### config.mk
export PLATFORM = sky130hd
export DESIGN_NAME = camera_buffer_download
export DESIGN_NICKNAME = d
export VERILOG_FILES = /design/src/rtl/camera_buffer_pkg.sv /design/src/rtl/camera_buffer_download_req_sync.sv /design/src/rtl/camera_buffer_download.sv
export SDC_FILE = /design/constraint.sdc
export NUM_CORES = 1
export LEC_CHECK = 0
export ABC_CLOCK_PERIOD_IN_PS = 3600
export CAP_MARGIN = 20
export CORE_UTILIZATION = 60
export DETAILED_ROUTE_END_ITERATION = 16
export PLACE_DENSITY = 0.77
export SLEW_MARGIN = 20
export SYNTH_ARGS = -nofsm -noshare
export SYNTH_HDL_FRONTEND = slang
export SYNTH_SLANG_ARGS = --single-unit
### constraint.sdc
create_clock -name clock -period 3.6 [get_ports clock]
set_clock_uncertainty 0.05 [all_clocks]
set_input_delay 0.72 -clock clock [delete_from_list [all_inputs] [get_ports clock]]
set_output_delay 0.72 -clock clock [all_outputs]
set_load 0.005 [all_outputs]
### src/rtl/camera_buffer_pkg.sv
// Shared types and constants for the camera buffer download path.
package camera_buffer_pkg;

    typedef enum logic {
        IDLE = 1'b0,
        ACK  = 1'b1
    } dl_state_t;

    localparam int BYTE_W      = 8;
    localparam int PCT_MAX     = 10;

    // Fill thresholds (tens of percent) the camera control logic reacts to.
    localparam int PCT_STANDBY = 8;
    localparam int PCT_SWITCH  = 9;
    localparam int PCT_FLUSH   = 5;

    // Fill level in tens of percent: floor(cnt*10 / 2**aw). Exact, never exceeds PCT_MAX.
    function automatic logic [3:0] pct_of(input logic [31:0] cnt, input int aw);
        logic [31:0] scaled;
        scaled = (cnt * 32'd10) >> aw;
        return scaled[3:0];
    endfunction

endpackage

### src/rtl/camera_buffer_download_req_sync.sv
// Multi-flop synchroniser for asynchronous level inputs from the microcontroller PIO.
module req_sync #(
    parameter int STAGES = 2
) (
    input  logic clock,
    input  logic reset_n,
    input  logic d,
    output logic q
);

    logic [STAGES-1:0] ff;

    // Shift the raw level through STAGES flops; the last stage is safe to use.
    always_ff @(posedge clock or negedge reset_n) begin
        if (!reset_n) ff <= '0;
        else          ff <= {ff[STAGES-2:0], d};
    end

    assign q = ff[STAGES-1];

endmodule

### src/rtl/camera_buffer_download.sv
// Camera byte FIFO with fill-level reporting and a 4-phase req/ack byte download port.
module camera_buffer_download
    import camera_buffer_pkg::*;
#(
    parameter int ADDR_W      = 6,
    parameter int SYNC_STAGES = 2
) (
    input  logic              clock,
    input  logic              reset_n,
    input  logic              fill_en,
    input  logic              cam_valid,
    input  logic [BYTE_W-1:0] cam_data,
    input  logic              flush,
    input  logic              dl_req,
    output logic              dl_ack,
    output logic [BYTE_W-1:0] cur_byte,
    output logic              dl_empty,
    output logic [ADDR_W:0]   count,
    output logic [3:0]        percent,
    output logic              full,
    output logic              empty,
    output logic              overflow
);

    localparam int DEPTH = 2**ADDR_W;
    localparam logic [ADDR_W:0] DEPTH_C = (ADDR_W+1)'(DEPTH);

    logic [BYTE_W-1:0] mem [DEPTH];
    logic [ADDR_W-1:0] wr_ptr, rd_ptr;
    logic [ADDR_W:0]   count_nxt;
    logic              req_s, wr_acc, rd_acc;
    logic              ack_nxt, dle_nxt;
    logic [BYTE_W-1:0] byte_nxt;
    dl_state_t         state, state_nxt;

    req_sync #(.STAGES(SYNC_STAGES)) u_req_sync (
        .clock   (clock),
        .reset_n (reset_n),
        .d       (dl_req),
        .q       (req_s)
    );

    // full is the pre-edge value, so a write into a full buffer drops even if a read frees a slot.
    assign wr_acc = fill_en & cam_valid & ~full & ~flush;

    // Download FSM: one byte per req/ack cycle; an empty buffer still acks, flagged by dl_empty.
    always_comb begin
        state_nxt = state;
        ack_nxt   = dl_ack;
        dle_nxt   = dl_empty;
        byte_nxt  = cur_byte;
        rd_acc    = 1'b0;
        case (state)
            IDLE: if (req_s) begin
                state_nxt = ACK;
                ack_nxt   = 1'b1;
                if (!empty && !flush) begin
                    rd_acc   = 1'b1;
                    byte_nxt = mem[rd_ptr];
                    dle_nxt  = 1'b0;
                end else begin
                    byte_nxt = '0;
                    dle_nxt  = 1'b1;
                end
            end
            ACK: if (!req_s) begin
                state_nxt = IDLE;
                ack_nxt   = 1'b0;
                dle_nxt   = 1'b0;
            end
            default: state_nxt = IDLE;
        endcase
    end

    // Next occupancy; flush wins over any concurrent write or read.
    always_comb begin
        count_nxt = count;
        if (flush)                 count_nxt = '0;
        else if (wr_acc & ~rd_acc) count_nxt = count + (ADDR_W+1)'(1);
        else if (rd_acc & ~wr_acc) count_nxt = count - (ADDR_W+1)'(1);
    end

    // Handshake state and presented byte; flush leaves an in-flight ack untouched.
    always_ff @(posedge clock or negedge reset_n) begin
        if (!reset_n) begin
            state    <= IDLE;
            dl_ack   <= 1'b0;
            dl_empty <= 1'b0;
            cur_byte <= '0;
        end else begin
            state    <= state_nxt;
            dl_ack   <= ack_nxt;
            dl_empty <= dle_nxt;
            cur_byte <= byte_nxt;
        end
    end

    // Pointers, occupancy and status flags, all registered from next-count.
    always_ff @(posedge clock or negedge reset_n) begin
        if (!reset_n) begin
            wr_ptr   <= '0;
            rd_ptr   <= '0;
            count    <= '0;
            percent  <= '0;
            full     <= 1'b0;
            empty    <= 1'b1;
            overflow <= 1'b0;
        end else begin
            if (flush) begin
                wr_ptr   <= '0;
                rd_ptr   <= '0;
                overflow <= 1'b0;
            end else begin
                if (wr_acc) wr_ptr <= wr_ptr + ADDR_W'(1);
                if (rd_acc) rd_ptr <= rd_ptr + ADDR_W'(1);
                if (fill_en & cam_valid & full) overflow <= 1'b1;
            end
            count   <= count_nxt;
            percent <= pct_of(32'(count_nxt), ADDR_W);
            full    <= (count_nxt == DEPTH_C);
            empty   <= (count_nxt == '0);
        end
    end

    // Byte storage; no reset needed since reads are gated by occupancy.
    always_ff @(posedge clock) begin
        if (wr_acc) mem[wr_ptr] <= cam_data;
    end

endmodule

## Word level (Yosys, flattened, before mapping)

Memory sizes are Yosys's and may differ from the RTL's.
Cells that the tools add are included.

| word-level totals | value |
|---|---|
| flip-flop bits (word level) | 39 |
| latch bits | 0 |
| RAM bits | 512 |
| memory bits (read-only) | 0 |
| bits of input ports | 14 |
| output and inout bits | 24 |
| word-level logic and storage cells | 63 |
| memories kept | 1 |

| operators by class | value |
|---|---|
| add/subtract/negate cells | 4 |
| multiply operators | 1 |
| divide/modulo/power cells | 0 |
| $lt $le $gt $ge | 0 |
| equality and inequality tests | 3 |
| shift operators | 0 |
| mux-type cells | 22 |
| bitwise operators | 11 |
| reductions and logical operators | 9 |

Memories:

| memory | depth | bits a word | rd ports | clocked after memory_dff | write ports | RTL line | text |
|---|---|---|---|---|---|---|---|
| mem | 64 | 8 | 1 | 0 | 1 | camera_buffer_download.sv:28 | `logic [BYTE_W-1:0] mem [DEPTH];` |

Operators by type and width:

| operator | number |
|---|---|
| 2-to-1 mux 6 bit | 4 |
| 2-to-1 mux 7 bit | 3 |
| adder 6 x 1 -> 6 bit (second input constant) | 2 |
| 2-to-1 mux 1 bit | 12 |
| multiplier 7 x 3 -> 9 bit (second input constant) | 1 |
| 2-to-1 mux 8 bit | 1 |
| adder 7 x 1 -> 7 bit (second input constant) | 1 |
| equality test 7 bit (second input constant) | 1 |
| zero test 7 bit | 1 |
| subtractor 7 x 1 -> 7 bit (second input constant) | 1 |
| bitwise AND 1 bit | 6 |
| nonzero test 2 bit | 3 |
| inverter 1 bit | 5 |
| one-hot mux 1 bit (2 select lines) | 2 |
| AND reduction 2 bit | 2 |
| zero test 1 bit | 2 |
| inequality test 2 x 1 -> 1 bit (second input constant) | 1 |
| inequality test 2 bit (second input constant) | 1 |
| logical AND 1 bit | 1 |

## Logic depth before layout (Yosys ltp)

| depth | value |
|---|---|
| depth in word-level cells | 10 |
| depth in mapped cells | 14 |

## Modules after synthesis

A second synthesis with hierarchy kept.

| second synthesis, totals | value |
|---|---|
| cells, all modules | 1,152 |
| area total of the unflattened synthesis | 21,833.4 µm² |

Modules (own cells, without submodules):

| module | instances | cells each | area each (µm²) |
|---|---|---|---|
| camera_buffer_download | 1 | 1,150 | 21,783.4 |
| req_sync | 1 | 2 | 50.0 |

## Worst setup path before layout

OpenSTA, ideal clock, no wires.

| timing path | value |
|---|---|
| path type | input port to flip-flop |
| start | input port flush |
| end | register percent[3] |
| setup time | 131 ps |
| arrival | 3,237 ps |
| required time | 3,419 ps |
| path slack | 182 ps |
| cell stages on the path | 13 |
| path through | buf_4 -> nor4b_4 -> buf_2 -> nand3_1 -> o22ai_1 -> xnor2_1 -> nor2_1 -> ha_1 -> ha_1 -> o21a_1 -> o21ai_0 -> a22oi_1 -> xor2_1 |

| on the way | value |
|---|---|
| longest elaborated chain between the ends | 10 |
| elaborated cells on any way between the ends | 15 |

Ends and longest elaborated chain:

| element | RTL line | text |
|---|---|---|
| start: declaration | camera_buffer_download.sv:13 | `input logic flush,` |
| zero test 1 bit | camera_buffer_download.sv:57 | `if (!empty && !flush) begin` |
| logical AND 1 bit | camera_buffer_download.sv:57 |  |
| 2-to-1 mux 1 bit | camera_buffer_download.sv:57 |  |
| 2-to-1 mux 1 bit | camera_buffer_download.sv:54 | `IDLE: if (req_s) begin` |
| 2-to-1 mux 1 bit | camera_buffer_download.sv:53 | `case (state)` |
| bitwise AND 1 bit or inverter 1 bit (tied branches) | camera_buffer_download.sv:80, camera_buffer_download.sv:79 |  |
| 2-to-1 mux 7 bit or bitwise AND 1 bit (tied branches) | camera_buffer_download.sv:80, camera_buffer_download.sv:79 |  |
| 2-to-1 mux 7 bit | camera_buffer_download.sv:79 | `else if (wr_acc & ~rd_acc) count_nxt = count + (ADDR_W+1)'(1);` |
| 2-to-1 mux 7 bit * | camera_buffer_download.sv:78 | `if (flush) count_nxt = '0;` |
| via count_nxt[3] | camera_buffer_download.sv:30 | `logic [ADDR_W:0] count_nxt;` |
| multiplier 7 x 3 -> 9 bit * | camera_buffer_pkg.sv:20 | `scaled = (cnt * 32'd10) >> aw;` |
| end signal: assignment | camera_buffer_download.sv:119 | `percent <= pct_of(32'(count_nxt), ADDR_W);` |
| end: declaration | camera_buffer_download.sv:19 | `output logic [3:0] percent,` |

The timed path passes the listed nets; every way through them passes the cells marked *.
A chain may end at the register's enable or synchronous reset.

## Worst setup path in the final report

| timing path | value |
|---|---|
| start | input port flush |
| end | register percent[2] |

Same word-level chain as after synthesis.

==> impl_metrics.ini <==
[setup_path]
worst-endpoint-required_ps = 4030
critical_path_class = input port to flip-flop
cp_max_fo = 9
r2r-end = percent[2]
rrSetupSlack_ps = 540
cp-start-kind = input port
crit_arrival_ps = 3580
r2r_cells = 12
endpoint_kind = flip-flop
r2r-start = empty

[final_layout]
area_growth_pct = 14.1
nets = 1305
diodes = 0
drive_above_1_share = 0.258
postLayoutCoreUtil = 0.699

[route]
detail-route-antenna-nets = 0
drc = 0
first_pass_iters = 5
drt_iter0_markers = 1315
via_per_inst = 6.46
wl_per_cell_um = 26.7
finalWirelength_mm = 47.6
routed-via-count = 11500

[grt]
first_global_vias = 11600
grt.overflow.total = 0
track_usage = 0.265
grt_pass1_wl_mm = 72.8
grt_max_degree = 65
antenna_found_initial = 1

[cts]
numClockSinks = 551
post_cts_buffers = 0
cts_tree = built
postCtsHoldBufs = 0
cts_buffer_depth = 3
cts_root_buf = clkbuf_16
htree_levels = 2
cts_resized = 0
clkLatencyLatePin_ps = 600
cts_buffers = 53
clkTransAtPathRegs_ps = 60

[logic_synthesis]
syn_area_mm2 = 0.0220
synth_compound_area_frac = 0.0358
synth_area_leaders = edfxtp_1, mux4_2, dfrtp_1
ys_seq_area_frac = 0.745
yosys.area_share.simple = 0.0470
synth-async-reset-ratio = 0.0708
ys.flop_type = edfxtp_1
synth_cells = 1150
yosys.area_share.adder = 0.00741
synth_top_area_share = 0.700
synth_top_family_by_area = multiplexers
synth_edf_count = 512
ys_warn_count = 0
syn-num-nets = 1177
synth_xor_area_frac = 0.00781
synth_seq_cells = 551
syn_area_per_cell_um2 = 19.1
muxShareOfSynthArea = 0.144
yosysUniqueCellTypes = 50
synth_top_area_cell = edfxtp_1

[die]
core_area_mm2 = 0.0358
die_h_um = 193
die_width_um = 193
row_count = 69
start_util = 0.613
die-area_mm2 = 0.0374
ios = 38

[power_and_ir_drop]
p_leak_nw = 8.05
irDropWorstVdd_uv = 488
power_density_mw_per_mm2 = 512

[sta]
tightestPinTransition_ps = 929
postLayoutSetupSlackWorst_ps = 449
relSlewSlack = 0.380
fin_crit_ps = 3150
rsz0062_at_grt = no
slew_viol_final = 0
max_freq_mhz = 317
min_period_over_period = 0.875
finalSetupViolCount = 0
hold_viol_final = 0

[hold_path]
hold_class = input port to async pin

[placement]
place.gp.congestion = 0.899
post-place-ws_ps = -161
port-buffer-count = 37
dp_hpwl_mm = 28.7

[outcome]
status = finished clean

[job]
maxCapViolCount = 0
## metal layers
layer / vias to the layer above / GRT usage / part of all wire / wire (um)
met4: 2 / 0.0945 / 0.032 / 1530
met3: 104 / 0.0445 / 0.079 / 3780
met5: - / 0 / 0.00021 / 10
met1: 5932 / 0.382 / 0.41 / 19500
met2: 543 / 0.417 / 0.48 / 22800
li1: 4929 / - / - / -
## power by group
| part | leakage [nW] | internal [mW] | total (mW) | switching [mW] |
|---|---|---|---|---|
| logic | 2.10 | 0.156 | 0.388 | 0.232 |
| registers | 5.12 | 7.02 | 7.05 | 0.0305 |
| clock network | 0.819 | 3.07 | 5.39 | 2.32 |
## worst max-delay path, cell delays in order
cell	delay (ps)
clkdlybuf4s50_1	460
nor4b_4	280
buf_4	190
nor3_1	80
or3_1	330
and3b_1	230
ha_1	300
ha_1	280
nand2_1	80
nor3_2	50
a31oi_1	310
a21oi_1	130
xor2_1	160
## cell usage after synthesis (all sizes together), types with 6 or more instances
| master | count |
|---|---|
| o221ai | 15 |
| o22ai | 26 |
| a22oi | 10 |
| o31a | 7 |
| mux2 | 40 |
| clkbuf | 30 |
| xnor2 | 6 |
| inv | 6 |
| a2111oi | 7 |
| buf | 31 |
| dfrtp | 38 |
| a21oi | 24 |
| nor2b | 14 |
| edfxtp | 512 |
| ha | 13 |
| mux4 | 112 |
| nand2b | 7 |
| nor2 | 104 |
| o22a | 8 |
| nand3 | 13 |
| nand2 | 25 |
| o21ai | 8 |
| mux2i | 18 |
| nor3 | 27 |
| xor2 | 11 |
## area by class of cell
type                    instances  area [um^2]
inverters                       6         22.5
fillers                      2136        10800
repair buffers                134         1120
clock inverters                30          267
flip-flops and latches        551        16400
well taps                     461          577
clock buffers                  68         1410
multi-input cells             532         5310
## placed cells by master (no fill, tap or decap), types with 14 or more instances in the layout
cell | Yosys | routed
nor2_1 | 104 | 104
mux2_2 | 40 | 40
buf_4 | 3 | 98
nor2b_1 | 14 | 14
clkdlybuf4s50_1 | 0 | 28
o221ai_1 | 15 | 15
nor3_1 | 26 | 26
a21oi_1 | 24 | 24
edfxtp_1 | 512 | 512
mux2i_1 | 18 | 18
o22ai_1 | 26 | 26
nand2_1 | 25 | 25
dfrtp_1 | 38 | 35
clkbuf_16 | 0 | 53
mux4_2 | 112 | 112
## sequential cells by signal, summed over array words and instances (netlist names), 2 cells and up
register / count
count: 7
mem: 512
wr_ptr: 6
percent: 4
u_req_sync.ff: 2
cur_byte: 8
rd_ptr: 6
## metrics by stage
stage | power [mW] | instance area (um^2) | std cells | hold slack (ps) | TNS (ps)
3_3_place_gp | 7.56 | 23400 | 1684 | 289 | -119
3_5_place_dp | 7.57 | 23400 | 1684 | 293 | -371
6_report | 12.8 | 25100 | 1782 | 186 | 0
4_1_cts | 12.9 | 25000 | 1782 | 194 | 0
5_1_grt | 13.2 | 25100 | 1782 | 247 | 0
2_1_floorplan | 7.36 | 22000 | 1150 | 281 | 0
## worst max-delay path by stage
stage	startpoint	endpoint	slack (ps)	depth (start not counted)
finish	flush	percent[2]	450	13
floorplan	flush	percent[3]	180	13
CTS	flush	percent[2]	460	13
global route	flush	percent[2]	260	13
detailed placement	flush	percent[2]	-160	13
global placement	flush	percent[2]	-70	13
## cells by family after synthesis
group | count (synthesis)
AO/OA/AOI/OAI | 113
adder cells (fa/ha/maj) | 13
flip-flops | 551
buffers and inverters | 67
XOR/XNOR | 18
AND/OR/NAND/NOR | 218
multiplexers | 170
No activity file was read; power rests on OpenSTA's default activity.
